==> config.mk <==
export PLATFORM = sky130hd
export DESIGN_NAME = pedestrian_signal_array
export DESIGN_NICKNAME = d
export VERILOG_FILES = /design/src/rtl/pedestrian_signal_array.sv
export SDC_FILE = /design/constraint.sdc
export NUM_CORES = 1
export LEC_CHECK = 0
export ABC_CLOCK_PERIOD_IN_PS = 3650
export CORE_AREA = 2 2 71 73
export CTS_CLUSTER_DIAMETER = 150
export DETAILED_ROUTE_END_ITERATION = 8
export DIE_AREA = 0 0 73 75
export PLACE_DENSITY_LB_ADDON = 0.08
export RECOVER_POWER = 50
export SLEW_MARGIN = 20
export SYNTH_ARGS = -nofsm -noshare
export SYNTH_HDL_FRONTEND = slang
export SYNTH_SLANG_ARGS = --single-unit
==> constraint.sdc <==
create_clock -name clk -period 3.65 [get_ports clk]
set_input_delay 0.73 -clock clk [delete_from_list [all_inputs] [get_ports clk]]
set_output_delay 0.73 -clock clk [all_outputs]
set_load 0.05 [all_outputs]
==> src/rtl/pedestrian_signal_array.sv <==
// Multi-crossing pedestrian signal controller.
// Each of N_XING channels runs its own request / WALK / flashing DON'T WALK /
// clearance sequence against a per-channel grant from the vehicle controller.
// A global preempt input aborts active crossings and holds idle channels off.
// Every output is driven directly from a flop.
module pedestrian_signal_array #(
  parameter int N_XING      = 2,
  parameter int WALK_TICKS  = 7,
  parameter int FLASH_TICKS = 12,
  parameter int CLEAR_TICKS = 3,
  parameter int CNT_W       = 5
) (
  input  logic                    clk,
  input  logic                    reset_n,
  input  logic                    tick,
  input  logic                    preempt,
  input  logic [N_XING-1:0]       button,
  input  logic [N_XING-1:0]       grant,
  output logic [N_XING-1:0]       req,
  output logic [N_XING-1:0]       walk,
  output logic [N_XING-1:0]       dont_walk,
  output logic [N_XING*CNT_W-1:0] countdown,
  output logic [N_XING-1:0]       done
);

  typedef enum logic [2:0] {
    S_IDLE,
    S_REQ,
    S_WALK,
    S_FLASH,
    S_CLEAR
  } state_e;

  localparam logic [CNT_W-1:0] ONE      = CNT_W'(1);
  localparam logic [CNT_W-1:0] WALK_LD  = CNT_W'(WALK_TICKS);
  localparam logic [CNT_W-1:0] FLASH_LD = CNT_W'(FLASH_TICKS);
  localparam logic [CNT_W-1:0] CLEAR_LD = CNT_W'(CLEAR_TICKS);

  for (genvar g = 0; g < N_XING; g++) begin : g_xing
    state_e           state_q, state_d;
    logic [CNT_W-1:0] cnt_q, cnt_d;
    logic [CNT_W-1:0] cd_q, cd_d;
    logic             latch_q, latch_d;
    logic             req_q, req_d;
    logic             walk_q, walk_d;
    logic             dw_q, dw_d;
    logic             done_q, done_d;
    logic             go_clear;

    // Next-state and next-output logic for one crossing.
    // NOTE: every signal written here gets a default first, so no path can
    // leave one unassigned and infer a latch.
    always_comb begin
      state_d  = state_q;
      cnt_d    = cnt_q;
      cd_d     = cd_q;
      latch_d  = latch_q;
      req_d    = req_q;
      walk_d   = walk_q;
      dw_d     = dw_q;
      done_d   = 1'b0;
      go_clear = 1'b0;

      // The button is remembered everywhere except while WALK is already lit.
      if (state_q != S_WALK && button[g]) latch_d = 1'b1;

      case (state_q)
        S_IDLE: begin
          if (!preempt && (latch_q || button[g])) begin
            state_d = S_REQ;
            req_d   = 1'b1;
          end
        end
        S_REQ: begin
          if (preempt) begin
            // Withdraw the request but keep the latched button for later.
            state_d = S_IDLE;
            req_d   = 1'b0;
          end else if (grant[g]) begin
            // A tick coinciding with the grant is deliberately not counted.
            state_d = S_WALK;
            cnt_d   = WALK_LD;
            cd_d    = '0;
            walk_d  = 1'b1;
            dw_d    = 1'b0;
            latch_d = 1'b0;
          end
        end
        S_WALK: begin
          if (preempt) begin
            go_clear = 1'b1;
          end else if (tick) begin
            if (cnt_q == ONE) begin
              state_d = S_FLASH;
              cnt_d   = FLASH_LD;
              cd_d    = FLASH_LD;
              walk_d  = 1'b0;
              dw_d    = 1'b1;
            end else begin
              cnt_d = cnt_q - ONE;
            end
          end
        end
        S_FLASH: begin
          if (preempt) begin
            go_clear = 1'b1;
          end else if (tick) begin
            if (cnt_q == ONE) begin
              go_clear = 1'b1;
            end else begin
              cnt_d = cnt_q - ONE;
              cd_d  = cnt_q - ONE;
              dw_d  = ~dw_q;
            end
          end
        end
        S_CLEAR: begin
          // Preempt has no effect here: clearance always runs to completion.
          if (tick) begin
            if (cnt_q == ONE) begin
              state_d = S_IDLE;
              cnt_d   = '0;
              req_d   = 1'b0;
              done_d  = 1'b1;
            end else begin
              cnt_d = cnt_q - ONE;
            end
          end
        end
        default: begin
          state_d = S_IDLE;
          req_d   = 1'b0;
          walk_d  = 1'b0;
          dw_d    = 1'b1;
          cd_d    = '0;
          cnt_d   = '0;
        end
      endcase

      // Common entry into the solid DON'T WALK clearance phase.
      if (go_clear) begin
        state_d = S_CLEAR;
        cnt_d   = CLEAR_LD;
        cd_d    = '0;
        walk_d  = 1'b0;
        dw_d    = 1'b1;
      end
    end

    // State, counter, latch and registered outputs for one crossing.
    // NOTE: non-blocking assignments keep every flop sampling pre-edge values.
    always_ff @(posedge clk or negedge reset_n) begin
      if (!reset_n) begin
        state_q <= S_IDLE;
        cnt_q   <= '0;
        cd_q    <= '0;
        latch_q <= 1'b0;
        req_q   <= 1'b0;
        walk_q  <= 1'b0;
        dw_q    <= 1'b1;
        done_q  <= 1'b0;
      end else begin
        state_q <= state_d;
        cnt_q   <= cnt_d;
        cd_q    <= cd_d;
        latch_q <= latch_d;
        req_q   <= req_d;
        walk_q  <= walk_d;
        dw_q    <= dw_d;
        done_q  <= done_d;
      end
    end

    assign req[g]                      = req_q;
    assign walk[g]                     = walk_q;
    assign dont_walk[g]                = dw_q;
    assign done[g]                     = done_q;
    assign countdown[g*CNT_W +: CNT_W] = cd_q;
  end

endmodule

### Word-level counts from Yosys, hierarchy flattened

Index checks and enable logic that the tools add are counted.

| cells by class | value |
|---|---|
| equal/unequal tests | 52 |
| mux-type cells | 116 |
| bitwise logic cells | 4 |
| $add $sub $neg | 2 |
| reductions and logical operators | 25 |

Operators by type and width:

| kind | number |
|---|---|
| two-way mux 5 bit | 34 |
| inequality test 3 bit, second input constant | 22 |
| two-way mux 3 bit | 18 |
| two-way mux 1 bit | 50 |
| case mux 5 bit (5 select lines) | 2 |
| case mux 5 bit (4 select lines) | 2 |
| AND reduction 9 bit | 4 |
| case mux 3 bit (5 select lines) | 2 |
| inequality test 2 bit, second input constant | 12 |
| case mux 1 bit (4 select lines) | 4 |
| AND reduction 8 bit | 2 |
| == test 3 x 2 -> 1 bit, second input constant | 4 |
| AND reduction 6 bit | 2 |
| == test 5 x 1 -> 1 bit, second input constant | 2 |
| AND reduction 5 bit | 2 |
| subtractor 5 x 1 -> 5 bit, second input constant | 2 |
| inequality test 2 x 1 -> 1 bit, second input constant | 4 |
| inequality test 4 bit, second input constant | 2 |
| OR reduction 2 bit | 4 |
| == test 3 x 1 -> 1 bit, second input constant | 2 |
| == test 3 bit, second input constant | 2 |
| logical NOT 3 bit | 2 |
| inequality test 3 x 2 -> 1 bit, second input constant | 2 |
| case mux 1 bit (3 select lines) | 2 |
| other kinds (6) | 15 |

| word-level totals | value |
|---|---|
| output and inout port bits | 18 |
| input port bits | 8 |
| word-level logic and storage cells | 215 |
| bits in registers | 36 |

### Depth between registers and ports, before layout

| depth | value |
|---|---|
| depth after elaboration | 7 |
| mapped depth | 8 |
| gate-level depth less buffers | 7 |

### Worst setup path before layout

OpenSTA, ideal clock, no wires.

| path | value |
|---|---|
| kind | in2reg |
| start point | in preempt |
| end point | reg g_xing[0].state_q[0] |
| buffers on the path | 2 |
| data required time | 3.529 ns |
| arrival | 1.925 ns |
| setup time | 0.121 ns |
| slack | 1.604 ns |
| stages | 7 |
| cell sequence | buf_2 -> or2_0 -> clkbuf_1 -> a211o_2 -> o211ai_2 -> nor2_1 -> a22o_1 |

| on the way | value |
|---|---|
| word-level cells in the longest chain between the ends | 4 |

RTL lines:

| element | RTL line | RTL |
|---|---|---|
| from (decl) | 16 | `input logic preempt,` |
| two-way mux 1 bit (tied with other cells) | 105 | `if (preempt) begin` |
| case mux 1 bit (2 select lines) / logical AND 1 bit (equally long branches) | 67, 69 |  |
| inequality test 4 bit (no line) (tied with other cells) | - |  |
| AND reduction 8 bit (no line) | - |  |
| to (signal assigned) | 163 | `state_q <= state_d;` |
| to (decl) | 40 | `state_e state_q, state_d;` |

Parallel ways exist; a longest one is shown, timed or not.
A chain may end at the register's enable or synchronous reset.

### Worst setup path in the final report

| path | value |
|---|---|
| start point | in preempt |
| end point | reg g_xing[1].cd_q[4] |

| on the way | value |
|---|---|
| word-level cells in the longest chain between the ends | 4 |

RTL lines:

| element | RTL line | RTL |
|---|---|---|
| two-way mux 1 bit (on tied branches) | 105, 90 |  |
| case mux 1 bit (2 select lines) | 67 | `case (state_q)` |
| inequality test 3 bit (no line) / inequality test 2 x 1 -> 1 bit (equally long branches) | - |  |
| AND reduction 9 bit (no line) | - |  |
| to (signal assigned) | 156 | `cd_q <= '0;` |
| to (signal assigned) | 165 | `cd_q <= cd_d;` |
| to (decl) | 42 | `logic [CNT_W-1:0] cd_q, cd_d;` |

Parallel ways exist; a longest one is shown, timed or not.

==> flow_metrics.env <==
export IMPL_path_cells="dlygate4sd3_1 > clkbuf_1 > nand2b_1 > a21oi_1 > o22ai_1 > o31ai_1"
export IMPL_ys_ff_latch=36
export IMPL_coreArea_um2=4660
export IMPL_fillers=423
export IMPL_r2r_start="g_xing[1].state_q[0]$_DFFE_PN0P_"
export IMPL_p_leak_uw=0.00104
export IMPL_worst_path_buf_inv=2
export IMPL_fin_crit_ns=2.75
export IMPL_clkLatencyLatePin_ns=0.29
export IMPL_final_util_pct=55.5
export IMPL_gr_total_overflow=0
export IMPL_crit_path_top_delay_cell="dlygate4sd3_1"
export IMPL_required_ns=3.80
export IMPL_worstHoldStart="g_xing[1].cd_q[1]$_DFFE_PN0P_"
export IMPL_cts_made_buffers=5
export IMPL_irDropWorstVdd_uv=487
export IMPL_clockRootBuffer="clkbuf_8"
export IMPL_regArea_um2=903
export IMPL_arrival_ns=2.89
export IMPL_clockBufferDepth=2
export IMPL_io_pins=26
export IMPL_syn_num_nets=273
export IMPL_power_density_nw_per_um2=910
export IMPL_grt_setup_unrepaired="false"
export IMPL_cts_resized=0
export IMPL_yosysSeqAreaShare_pct=39.6
export IMPL_status="finished, violations left"
export IMPL_antenna_found_initial=0
export IMPL_drive_gt1_share_pct=7.69
export IMPL_vias=1915
export IMPL_cpPeakStageDelay_ns=0.71
export IMPL_ant_nets=0
export IMPL_ys_warn_count=0
export IMPL_drtPass1Iterations=5
export IMPL_tritoncts="yes"
export IMPL_viasPerCell=5.86
export IMPL_synthTopCellsByCount="dfrtp_1, nand2_1, nor2_1, a21oi_1"
export IMPL_hold_class="reg -> reg"
export IMPL_drc_errors=0
export IMPL_syn_inst=261
export IMPL_hpwl_mm=3.49
export IMPL_intPower_uw=1220
export IMPL_fin_skew_ns=0.00305
export IMPL_multi_input_area_um2=1210
export IMPL_synth_flop_cell="dfrtp_1"
export IMPL_failed_checks="capacitance limit, slew limit"
export IMPL_whs_endpoint="g_xing[1].cd_q[1]$_DFFE_PN0P_"
export IMPL_p_sw_share_pct=48.1
export IMPL_die_w_um=73
export IMPL_n_antenna_cell=0
export IMPL_ctsHtreeMaxLevel=2
export IMPL_grt_pass1_wl_mm=8.36
export IMPL_dieArea_um2=5480
export IMPL_postCtsSetupBuffers=0
export IMPL_synthToLayoutAreaGrowth_pct=13.5
export IMPL_seqPwrFrac_pct=31.8
export IMPL_layout_setup_ws_ns=0.904
export IMPL_slew_headroom_pct=-30.1
export IMPL_finalHoldViolations=0
export IMPL_drtIter0Drc=117
export IMPL_cts_sinks=36
export IMPL_synth_edf_count=0
export IMPL_synth_area_leaders="dfrtp_1, nand2_1, a21oi_1"
export IMPL_rr_endpoint="g_xing[1].cd_q[4]$_DFFE_PN0P_"
export IMPL_start_util_pct=48.9
export IMPL_ctsHoldBuffers=0
export IMPL_portBuffers=25
export IMPL_avgSynthCellArea_um2=8.74
export IMPL_ff2ff_setup_slack_ns=1.43
export IMPL_ff2ff_path_depth=4
export IMPL_grt_pass1_vias=1699
export IMPL_synth_top_area_share_pct=37.3
export IMPL_fin_tns_setup_ns=0
export IMPL_wl_per_cell_um=15.3
export IMPL_netlist_area_um2=2280
export IMPL_worstSetupPathType="in -> reg"
export IMPL_place_congestion=0.819
export IMPL_holdPathStages=2
export IMPL_cp_start_kind="input pin"
export IMPL_row_count=25
export IMPL_yosysMostFrequentCell="dfrtp_1"
export IMPL_yosys_area_top_type="dfrtp_1"
export IMPL_clock_fmax_ghz=0.364
export IMPL_grtUsageTotal_pct=19.9
export IMPL_p_comb_share_pct=53.1
export IMPL_netSwitchingPower_uw=1130
export IMPL_fin_nets=284
export IMPL_maxCapViolations=1
export IMPL_synth_cell_types=51
export IMPL_path_clk_slew_ns=0.07
export IMPL_async_flop_share_pct=100
export IMPL_critical_path_top_delay_family="buffers and inverters"
export IMPL_wirelength_mm=5.00
export IMPL_dp_slack_ns=0.807
export IMPL_drv_slew=37
export IMPL_clock_power_share_pct=15.1
export IMPL_grt_max_degree=37
export IMPL_hold_ws_ns=0.477
export IMPL_crit_fanout=12
export IMPL_total_power_uw=2360
export IMPL_fp_dieH_um=75
export IMPL_period_share_pct=75.2
export IMPL_worstMarginPinSlew_ns=1.95
export IMPL_finalSetupViolCount=0
export IMPL_end_kind="flop"
[placed cells by master, fill, tap and decap left out, types with 2 or more instances in the layout]
master,netlist,final
dfstp_2,2,2
o32a_1,2,2
o31ai_1,11,11
a211oi_1,6,6
nand3_1,3,3
inv_1,11,11
clkbuf_8,0,5
nor4b_4,2,2
nor2b_1,5,5
ha_1,4,4
a22o_1,2,2
xor2_1,3,3
a2bb2oi_1,2,2
a21oi_1,18,18
o22ai_1,9,9
nor3_1,4,4
o211ai_1,3,3
o21ai_0,11,11
o21a_1,5,5
nor3b_1,4,4
clkdlybuf4s50_1,0,21
a21o_1,2,2
xnor2_1,4,4
o2bb2ai_1,2,2
o21ai_1,8,8
nor2_1,21,21
a22oi_1,3,3
a31oi_1,2,2
nand2_1,31,31
dfrtp_1,34,34
clkbuf_1,7,2
nand2b_1,5,5
dlygate4sd3_1,0,3
[metrics by stage]
step / cell area, um^2 / std cells
after floorplan: 2280 / 261
after global placement: 2480 / 319
after detailed placement: 2480 / 319
after CTS: 2590 / 327
after global routing: 2590 / 327
final: 2590 / 327
[worst register-to-register path: stages (launching register included)]
cell,delay (ns)
dfrtp_1,0.64
nor2b_1,0.49
a21oi_1,0.13
o22ai_1,0.62
o31ai_1,0.18
[flip-flops by register name, indices dropped and copies added (netlist names)]
register and flops:
g_xing.state_q 6, g_xing.cnt_q 10, g_xing.walk_q 2, g_xing.dw_q 2, g_xing.done_q 2, g_xing.latch_q 2
g_xing.cd_q 10, g_xing.req_q 2
[metal layers]
layer	wire length (um)	GRT usage, %
met1	2600	31.2
met2	2000	26.8
met3	311	3.35
met4	82	8.02
met5	0	0
[power groups by stage]
stage	combinational [uW]	clock, uW	sequential (uW)
5_1_grt	1380	376	778
2_1_floorplan	1020	0	713
3_5_place_dp	1240	0	754
4_1_cts	1250	363	747
6_report	1250	355	750
3_3_place_gp	1240	0	755
[worst max-delay path by stage]
stage | cells past startpoint | startpoint | slack, ns | end
2_1_floorplan | 7 | preempt | 1.60 | g_xing[0].state_q[0]$_DFFE_PN0P_
3_3_place_gp | 5 | tick | 0.85 | g_xing[1].cd_q[4]$_DFFE_PN0P_
3_5_place_dp | 6 | preempt | 0.81 | g_xing[1].cd_q[4]$_DFFE_PN0P_
4_1_cts | 6 | preempt | 1.12 | g_xing[1].cd_q[4]$_DFFE_PN0P_
5_1_grt | 7 | preempt | 0.65 | g_xing[1].cd_q[3]$_DFFE_PN0P_
6_report | 6 | preempt | 0.90 | g_xing[1].cd_q[4]$_DFFE_PN0P_
[cell families (layout without fill, tap and decap cells)]
| logic type | count (synthesis) | count (layout) | share of synthesized area (%) |
|---|---|---|---|
| AO/OA/AOI/OAI | 95 | 95 | 28.4 |
| XOR/XNOR | 7 | 7 | 2.69 |
| adder cells (fa/ha/maj) | 4 | 4 | 2.19 |
| buffers and inverters | 34 | 46 | 7.35 |
| flip-flops | 36 | 36 | 39.6 |
| AND/OR/NAND/NOR | 85 | 85 | 19.7 |
[layout make-up]
| type | count | share of cell area [%] |
|---|---|---|
| multi-input combinational | 191 | 46.7 |
| timing repair buffer | 27 | 9.86 |
| sequential | 36 | 34.9 |
| clock buffer | 5 | 2.66 |
| inverter | 11 | 1.59 |
| clock inverter | 3 | 1.64 |
| tap | 54 | 2.61 |
Power figures use the tool's default switching activity.
